### src/rtl/qisp_pkg.sv
// rtl/qisp_pkg.sv - shared types and constants for the prefetch stage
package qisp_pkg;

  localparam int WORD_W = 16;
  localparam logic [WORD_W-1:0] DEF_RESET_PC = 16'h0000;

  typedef enum logic {
    PF_RUN  = 1'b0,
    PF_DROP = 1'b1
  } pf_state_t;

  typedef struct packed {
    logic [WORD_W-1:0] pc;
    logic [WORD_W-1:0] data;
  } pf_entry_t;

endpackage

### src/rtl/pf_imem_if.sv
// rtl/pf_imem_if.sv - instruction-memory req/ack bus between prefetch and memory
interface pf_imem_if;
  import qisp_pkg::*;

  logic              imem_req;
  logic [WORD_W-1:0] imem_addr;
  logic              imem_ack;
  logic [WORD_W-1:0] imem_data;

  modport master (
    output imem_req,
    output imem_addr,
    input  imem_ack,
    input  imem_data
  );

  modport slave (
    input  imem_req,
    input  imem_addr,
    output imem_ack,
    output imem_data
  );

endinterface

### src/rtl/pf_queue.sv
// rtl/pf_queue.sv - small {pc,data} FIFO with registered head that holds when empty
module pf_queue
  import qisp_pkg::*;
#(
  parameter int DEPTH = 2,
  parameter int CW    = $clog2(DEPTH) + 1
) (
  input  logic              clk,
  input  logic              rst,
  input  logic              push,
  input  pf_entry_t         push_entry,
  input  logic              pop,
  input  logic              flush,
  output logic [CW-1:0]     count,
  output logic [WORD_W-1:0] head_data,
  output logic [WORD_W-1:0] head_pc
);

  localparam int PW = $clog2(DEPTH);

  pf_entry_t       mem [DEPTH];
  logic [PW-1:0]   rd_ptr;
  logic [PW-1:0]   wr_ptr;
  logic [PW-1:0]   rd_ptr_nxt;
  logic [CW-1:0]   count_nxt;
  logic            pop_ok;
  pf_entry_t       head_nxt;

  assign pop_ok = pop && (count != '0);

  always_comb begin
    rd_ptr_nxt = rd_ptr;
    if (pop_ok) begin
      rd_ptr_nxt = rd_ptr + PW'(1);
    end
    count_nxt = count + CW'(push) - CW'(pop_ok);
    // A word pushed into an empty queue becomes the head without a read-back cycle.
    if (push && (rd_ptr_nxt == wr_ptr)) begin
      head_nxt = push_entry;
    end else begin
      head_nxt = mem[rd_ptr_nxt];
    end
  end

  always_ff @(posedge clk) begin
    if (push && !flush) begin
      mem[wr_ptr] <= push_entry;
    end
  end

  always_ff @(posedge clk) begin
    if (rst) begin
      rd_ptr    <= '0;
      wr_ptr    <= '0;
      count     <= '0;
      head_data <= '0;
      head_pc   <= '0;
    end else if (flush) begin
      rd_ptr <= '0;
      wr_ptr <= '0;
      count  <= '0;
    end else begin
      rd_ptr <= rd_ptr_nxt;
      count  <= count_nxt;
      if (push) begin
        wr_ptr <= wr_ptr + PW'(1);
      end
      if (count_nxt != '0) begin
        head_data <= head_nxt.data;
        head_pc   <= head_nxt.pc;
      end
    end
  end

endmodule

### src/rtl/pf_unit.sv
// rtl/pf_unit.sv - prefetch stage: owns pc, issues imem requests, queues words for fetch
module pf_unit
  import qisp_pkg::*;
#(
  parameter int                DEPTH    = 2,
  parameter logic [WORD_W-1:0] RESET_PC = DEF_RESET_PC
) (
  input  logic              clk,
  input  logic              rst,
  pf_imem_if.master         imem,
  input  logic              i_redirect,
  input  logic [WORD_W-1:0] i_target,
  input  logic              i_take,
  output logic              o_rdy,
  output logic [WORD_W-1:0] o_data,
  output logic [WORD_W-1:0] o_pc
);

  localparam int CW = $clog2(DEPTH) + 1;
  localparam logic [CW-1:0] DEPTH_C = CW'(DEPTH);

  pf_state_t         state;
  pf_state_t         state_nxt;
  logic [WORD_W-1:0] pc;
  logic [WORD_W-1:0] pc_nxt;
  logic [WORD_W-1:0] req_addr;
  logic [WORD_W-1:0] req_addr_nxt;
  logic [CW-1:0]     count;
  logic              req;
  logic              ack_ok;
  logic              push;
  logic              pop;
  logic              flush;
  pf_entry_t         push_entry;

  // Request is a pure function of registered state, so it cannot glitch on inputs.
  assign req            = (state == PF_DROP) || (count < DEPTH_C);
  assign imem.imem_req  = req;
  assign imem.imem_addr = (state == PF_DROP) ? req_addr : pc;
  assign ack_ok         = imem.imem_ack && req;
  assign push_entry     = '{pc: pc, data: imem.imem_data};
  assign o_rdy          = (count != '0);

  always_comb begin
    state_nxt    = state;
    pc_nxt       = pc;
    req_addr_nxt = req_addr;
    push         = 1'b0;
    pop          = 1'b0;
    flush        = 1'b0;
    case (state)
      PF_RUN: begin
        if (i_redirect) begin
          flush  = 1'b1;
          pc_nxt = i_target;
          // Outstanding request must still complete at its original address.
          if (req && !ack_ok) begin
            state_nxt    = PF_DROP;
            req_addr_nxt = pc;
          end
        end else begin
          pop = i_take;
          if (ack_ok) begin
            push   = 1'b1;
            pc_nxt = pc + WORD_W'(1);
          end
        end
      end
      PF_DROP: begin
        if (ack_ok) begin
          state_nxt = PF_RUN;
        end
        if (i_redirect) begin
          flush  = 1'b1;
          pc_nxt = i_target;
        end
      end
      default: state_nxt = PF_RUN;
    endcase
  end

  always_ff @(posedge clk) begin
    if (rst) begin
      state    <= PF_RUN;
      pc       <= RESET_PC;
      req_addr <= RESET_PC;
    end else begin
      state    <= state_nxt;
      pc       <= pc_nxt;
      req_addr <= req_addr_nxt;
    end
  end

  pf_queue #(
    .DEPTH (DEPTH)
  ) u_queue (
    .clk        (clk),
    .rst        (rst),
    .push       (push),
    .push_entry (push_entry),
    .pop        (pop),
    .flush      (flush),
    .count      (count),
    .head_data  (o_data),
    .head_pc    (o_pc)
  );

endmodule
### src/flat_wrapper.sv
// flat-port wrapper written by rule: the top's interface ports become plain ports
module pf_unit_flat import qisp_pkg::*;
#(
  parameter int                DEPTH    = 2,
  parameter logic [WORD_W-1:0] RESET_PC = DEF_RESET_PC
)
  (clk, rst, i_redirect, i_target, i_take, o_rdy, o_data, o_pc, imem_imem_req, imem_imem_addr, imem_imem_ack, imem_imem_data);
  pf_imem_if imem_i ();
  input  logic clk;
  input  logic rst;
  input  logic i_redirect;
  input  logic [WORD_W-1:0] i_target;
  input  logic i_take;
  output logic o_rdy;
  output logic [WORD_W-1:0] o_data;
  output logic [WORD_W-1:0] o_pc;
  output wire logic [$bits(imem_i.imem_req)-1:0] imem_imem_req;
  output wire logic [$bits(imem_i.imem_addr)-1:0] imem_imem_addr;
  input wire logic [$bits(imem_i.imem_ack)-1:0] imem_imem_ack;
  input wire logic [$bits(imem_i.imem_data)-1:0] imem_imem_data;
  assign imem_imem_req = imem_i.imem_req;
  assign imem_imem_addr = imem_i.imem_addr;
  assign imem_i.imem_ack = imem_imem_ack;
  assign imem_i.imem_data = imem_imem_data;
  pf_unit #(.DEPTH(DEPTH), .RESET_PC(RESET_PC)) u_core (.clk(clk), .rst(rst), .imem(imem_i), .i_redirect(i_redirect), .i_target(i_target), .i_take(i_take), .o_rdy(o_rdy), .o_data(o_data), .o_pc(o_pc));
endmodule
### config.mk
export PLATFORM = sky130hd
export DESIGN_NAME = pf_unit_flat
export DESIGN_NICKNAME = d
export VERILOG_FILES = /design/src/rtl/qisp_pkg.sv /design/src/rtl/pf_imem_if.sv /design/src/rtl/pf_queue.sv /design/src/rtl/pf_unit.sv /design/src/flat_wrapper.sv
export SDC_FILE = /design/constraint.sdc
export NUM_CORES = 1
export LEC_CHECK = 0
export BUFFER_PORTS_ARGS = -buffer_cell sky130_fd_sc_hd__buf_2
export CAP_MARGIN = 20
export CELL_PAD_IN_SITES_DETAIL_PLACEMENT = 1
export CELL_PAD_IN_SITES_GLOBAL_PLACEMENT = 1
export CORE_MARGIN = 2
export CORE_UTILIZATION = 30
export CTS_BUF_LIST = sky130_fd_sc_hd__clkbuf_8
export DETAILED_ROUTE_END_ITERATION = 10
export PLACE_DENSITY_LB_ADDON = 0.1
export SYNTH_ARGS = -nofsm -noshare
export SYNTH_HDL_FRONTEND = slang
export SYNTH_HIERARCHICAL = 1
export SYNTH_SLANG_ARGS = --single-unit
### constraint.sdc
create_clock -name clk -period 3.35 [get_ports clk]
set_input_delay 0.335 -clock clk [delete_from_list [all_inputs] [get_ports clk]]
set_output_delay 0.335 -clock clk [all_outputs]
set_load 0.1 [all_outputs]
== Word-level counts from Yosys, hierarchy flattened ==
Memory sizes are Yosys's and may differ from the RTL's. A register that Yosys moved wholly into a read port is not among the register bits.
Index checks and enable logic that the tools add are counted.

* Bits in registers: 37
* Bits in writable memories: 64
* Input port bits: 37
* Output and inout bits: 50
* Word-level logic and storage cells: 48
* Memories: 1

* Add/subtract/negate cells: 5
* $lt $le $gt $ge: 1
* Equal/unequal tests: 2
* Mux-type cells: 18
* Bitwise gates (word level): 2
* Reductions and logical operators: 13

{| class="wikitable"
|+ Memory list
! name !! words !! width !! read ports !! clocked after memory_dff !! write ports !! RTL line !! text
|-
| u_core.u_queue.mem || 2 || 32 || 1 || 1 || 1 || pf_queue.sv:21 || <nowiki>pf_entry_t mem [DEPTH];</nowiki>
|}

{| class="wikitable"
|+ Operators by type and width
! cell !! number
|-
| $mux 16 || 4
|-
| $pmux 16 s2 || 1
|-
| $add 16x1->16 const B || 1
|-
| $mux 1 || 12
|-
| $logic_and 1x1->1 || 4
|-
| $reduce_and 2->1 || 2
|-
| $reduce_bool 2->1 || 2
|-
| $ne 3x2->1 const B || 1
|-
| $reduce_and 3->1 || 1
|-
| $add 1x1->1 const B || 2
|-
| $add 2x1->2 || 1
|-
| $logic_not 1->1 || 2
|-
| $lt 2x2->1 const B || 1
|-
| $ne 2x2->1 const B || 1
|-
| $not 1->1 || 2
|-
| $pmux 1 s2 || 1
|-
| $reduce_or 2->1 || 1
|-
| $sub 2x1->2 || 1
|-
| $logic_or 1x1->1 || 1
|}

== Logic depth before layout (Yosys ltp) ==
* Depth after elaboration: 10
* Gate-level depth with buffers: 13
* Depth with buffers taken out: 11

== Hierarchy ==
The synthesis kept the hierarchy.

{| class="wikitable"
|+ Modules (own cells, without submodules)
! module !! times used !! cells each !! area each (µm²) !! seq. area each (µm²)
|-
| pf_queue || 1 || 308 || 3922.5 || 2642.5
|-
| pf_unit || 1 || 233 || 1795.5 || 660.6
|}

== Worst setup path after synthesis ==
OpenSTA, ideal clock, no wires.

* Path kind: register to output
* Start point: register u_core.state
* End point: output port imem_imem_addr[4]
* Arrival: 2.763 ns
* Data required time: 3.015 ns
* Path slack: 0.252 ns
* Cell stages (with the launch flop): 4
* Buffers on the path: 2
* Path through: dfxtp_1 buf_6 clkbuf_1 o21ai_0

* Longest elaborated chain between the ends: 1

{| class="wikitable"
|+ RTL lines
! element !! RTL line !! text
|-
| start: declaration || pf_unit.sv:22 || <nowiki>pf_state_t state;</nowiki>
|-
| start signal: assignment || pf_unit.sv:88 || <nowiki>state <= state_nxt;</nowiki>
|-
| $mux 16 || pf_unit.sv:39 || <nowiki>assign imem.imem_addr = (state == PF_DROP) ? req_addr : pc;</nowiki>
|-
| end: declaration || flat_wrapper.sv:18 || <nowiki>output wire logic [$bits(imem_i.imem_addr)-1:0] imem_imem_addr;</nowiki>
|}

Every way passes these cells.

== Final worst setup path ==
* Start point: register u_core.state
* End point: register u_core.u_queue.head_data[6]

* Longest elaborated chain between the ends: 9
* Elaborated cells between the ends (all ways): 12
* Those cells by class: add/sub (2); mux (5); reduce/logical (5)

{| class="wikitable"
|+ RTL lines
! element !! RTL line !! text
|-
| $logic_or 1x1->1 || pf_unit.sv:37 || <nowiki>assign req = (state == PF_DROP) || (count < DEPTH_C);</nowiki>
|-
| $logic_and 1x1->1 || pf_unit.sv:40 || <nowiki>assign ack_ok = imem.imem_ack && req;</nowiki>
|-
| $mux 1 || pf_unit.sv:63 || <nowiki>if (ack_ok) begin</nowiki>
|-
| $mux 1 || pf_unit.sv:53 || <nowiki>if (i_redirect) begin</nowiki>
|-
| $mux 1 * || pf_unit.sv:51 || <nowiki>case (state)</nowiki>
|-
| named net u_core.push || pf_unit.sv:31 || <nowiki>logic push;</nowiki>
|-
| $add 2x1->2 * || pf_queue.sv:36 || <nowiki>count_nxt = count + CW'(push) - CW'(pop_ok);</nowiki>
|-
| $sub 2x1->2 * || pf_queue.sv:36 ||
|-
| $reduce_bool 2->1 * || pf_queue.sv:68 || <nowiki>if (count_nxt != '0) begin</nowiki>
|-
| $reduce_and 2->1 (no source line) * || n/a ||
|-
| end signal: assignment || pf_queue.sv:69 || <nowiki>head_data <= head_nxt.data;</nowiki>
|-
| end: declaration || pf_queue.sv:15 || <nowiki>output logic [WORD_W-1:0] head_data,</nowiki>
|}

Mark *: on every way through the listed nets, which the timed path passes. The rest lies on a longest branch.
A chain may end at the register's enable or synchronous reset.

==> out/metrics.cfg <==
[timing]
fin_ws_ps=477
slew_headroom_pct=37.5
period_share_pct=85.8
tightest_slew_ps=931
period_needed_ps=2870
rsz0062_at_grt=no
hold_viol=0
fmax_mhz=348
setup_violations=0
clock_skew_ps=15.7
fin_setup_tns_ps=0
maxSlewViolCount=0
holdWs_ps=70.3

[global_route]
grt_pass1_vias=4828
antenna_found_initial=0
met1_usage_pct=22.2
use_met3_pct=4.14
grt_max_degree=65
grt_util_met2_pct=28.9
busiest_layer=met2
grt_pass1_wl_mm=26.8
grt_util_all_layers_pct=17.3
grt_overflow_total=0

[route]
drc=0
drt-pass1-iter-count=4
drt_first_iter_violations=222
vias=4544
via_per_inst=5.27
wirelength_mm=16.7
wire_per_inst_um=19.4
ant_nets=0

[die]
die_area_um2=20200
num_rows=50
die_h_um=142
die_w_um=142
start_util_pct=30.6
io-pin-count=87
core_um2=18700

[critical_path]
endpoint_kind=flop
crit_type=flop to flop
worstPathArrival_ps=3270
path_max_fanout=32
required_ps=3740
worstSetupStartpointType=flop

[clock_network]
cts_sinks=133
cts_setup_buffers=0
tritoncts=built
cts_resized=0
clk_latency_ps=460
numCtsBuffers=17
clk_pin_slew_ps=80
cts-root-buf=clkbuf_8
cts_hold_buf=0
h-tree-depth=4
clock_path_buffers=2

[place]
placed_area_um2=6470
dp_worst_setup_slack_ps=270
place.gp.congestion=0.797
port_buffers=86
hpwl_mm=10.5

[synthesis]
ys_seq_area_share_pct=57.8
syn_avg_cell_area_um2=10.6
yosysWarnings=6
synth_nets=581
ys_async_sr_fraction_pct=0
synthDistinctLibCells=51
synth_edf_count=64
ys_ff_latch=133
syn-cell-area_um2=5720
netlist_instances=541
synthFlopType=dfxtp_1

[pwr]
powerDensity_nw_per_um2=562
p_leak_nw=2.52
peakVddDrop_uv=243

[run_status]
status=complete, no violations

[final_layout]
mostFrequentLayoutCells=86 x buf_2, 69 x dfxtp_1, 68 x or3_1
layout_commonest_cell=buf_2
multi_input_area_um2=2270
drive_gt1_share_pct=24.3
fillers=2113
fin_area_um2=6900
diodes=0
area_delta_synth_final_pct=20.7
area.sequential_um2=3300
final_nets=656

[worst_hold_path]
hold_path.class=primary input to flop

[run]
cap_violations=0

worst paths after layout:
check | slack [ps] | endpoint | from | cells past startpoint
max | 480 | u_core/u_queue/head_data[6] | u_core/state | 11
min reg2reg | 460 | u_core/req_addr[10] | u_core/req_addr[10] | 2
min | 70 | u_core/u_queue/mem[1][4] | imem_imem_data[4] | 1
max reg2reg | 480 | u_core/u_queue/head_data[6] | u_core/state | 11
per-layer routing:
metal  wire [µm]  vias up
met2        8170       89
met1        7730     2286
met3         646       13
li1            -     2156
met4         168        0
met5           0        -
Yosys cell counts, types with 4 or more instances:
library cell / instances / area share [%]
clkbuf_1: 34 / 2.2
dfxtp_1: 69 / 24
nor2_1: 49 / 3.2
mux2_2: 15 / 3.0
nor3_1: 5 / 0.44
or3_1: 68 / 7.4
edfxtp_1: 64 / 34
a211oi_1: 4 / 0.53
o21ai_0: 11 / 0.96
nand4_1: 4 / 0.44
nand3_1: 6 / 0.53
nor4_1: 6 / 0.66
a32o_1: 32 / 5.6
nand2_1: 49 / 3.2
buf_2: 6 / 0.53
a21oi_1: 55 / 4.8
inv_1: 9 / 0.59
xnor2_1: 5 / 0.77
state kept, by name (all words and copies together) (netlist names):
| name | cells |
|---|---|
| u_core/req_addr | 16 |
| u_core/u_queue/head_pc | 16 |
| u_core/u_queue/wr_ptr | 1 |
| u_core/pc | 16 |
| u_core/u_queue/count | 2 |
| u_core/state | 1 |
| u_core/u_queue/rd_ptr | 1 |
| u_core/u_queue/mem | 64 |
| u_core/u_queue/head_data | 16 |
worst max-delay path, stage by stage (launching register included):
cell and delay [ps]:
dfxtp_1 320, nor2_1 250, nand3b_1 180, inv_1 180, inv_1 70, ha_1 280
inv_1 60, ha_1 140, xor3_1 260, nor2_1 110, o21ba_2 720, a32o_1 220
per-stage QoR:
stage,instances,utilization (%),power [W]
2_1_floorplan,541,-,0.00229
3_3_place_gp,831,34.6,0.00244
3_5_place_dp,831,34.6,0.00245
4_1_cts,863,36.9,0.00395
5_1_grt,863,36.9,0.00405
6_report,863,36.9,0.00388
cells by family after synthesis:
| group | after synthesis | synth area share (%) |
|---|---|---|
| AOI/OAI and AO/OA | 123 | 14.9 |
| xor gates and xnor gates | 8 | 1.49 |
| adders and majority gates | 3 | 0.657 |
| buffers and inverters | 52 | 3.68 |
| DFF | 133 | 57.8 |
| muxes | 15 | 2.95 |
| and+or+nand+nor | 207 | 18.6 |
area by class of cell:
type / count / share of cell area (%)
Clock buffer: 19 / 3.79
Clock inverter: 13 / 2.43
Inverter: 10 / 0.544
Multi-Input combinational cell: 356 / 32.9
Sequential cell: 133 / 47.8
Tap cell: 234 / 4.24
Timing Repair Buffer: 98 / 8.26
power by group:
part	internal, W	switching, W	leakage (nW)
clock network	0.000837	0.000632	0.228
registers	0.00176	0.0000591	1.15
logic	0.000133	0.000455	1.15
total	0.00273	0.00115	2.52
Note: power is estimated with default switching activity, not from simulation.
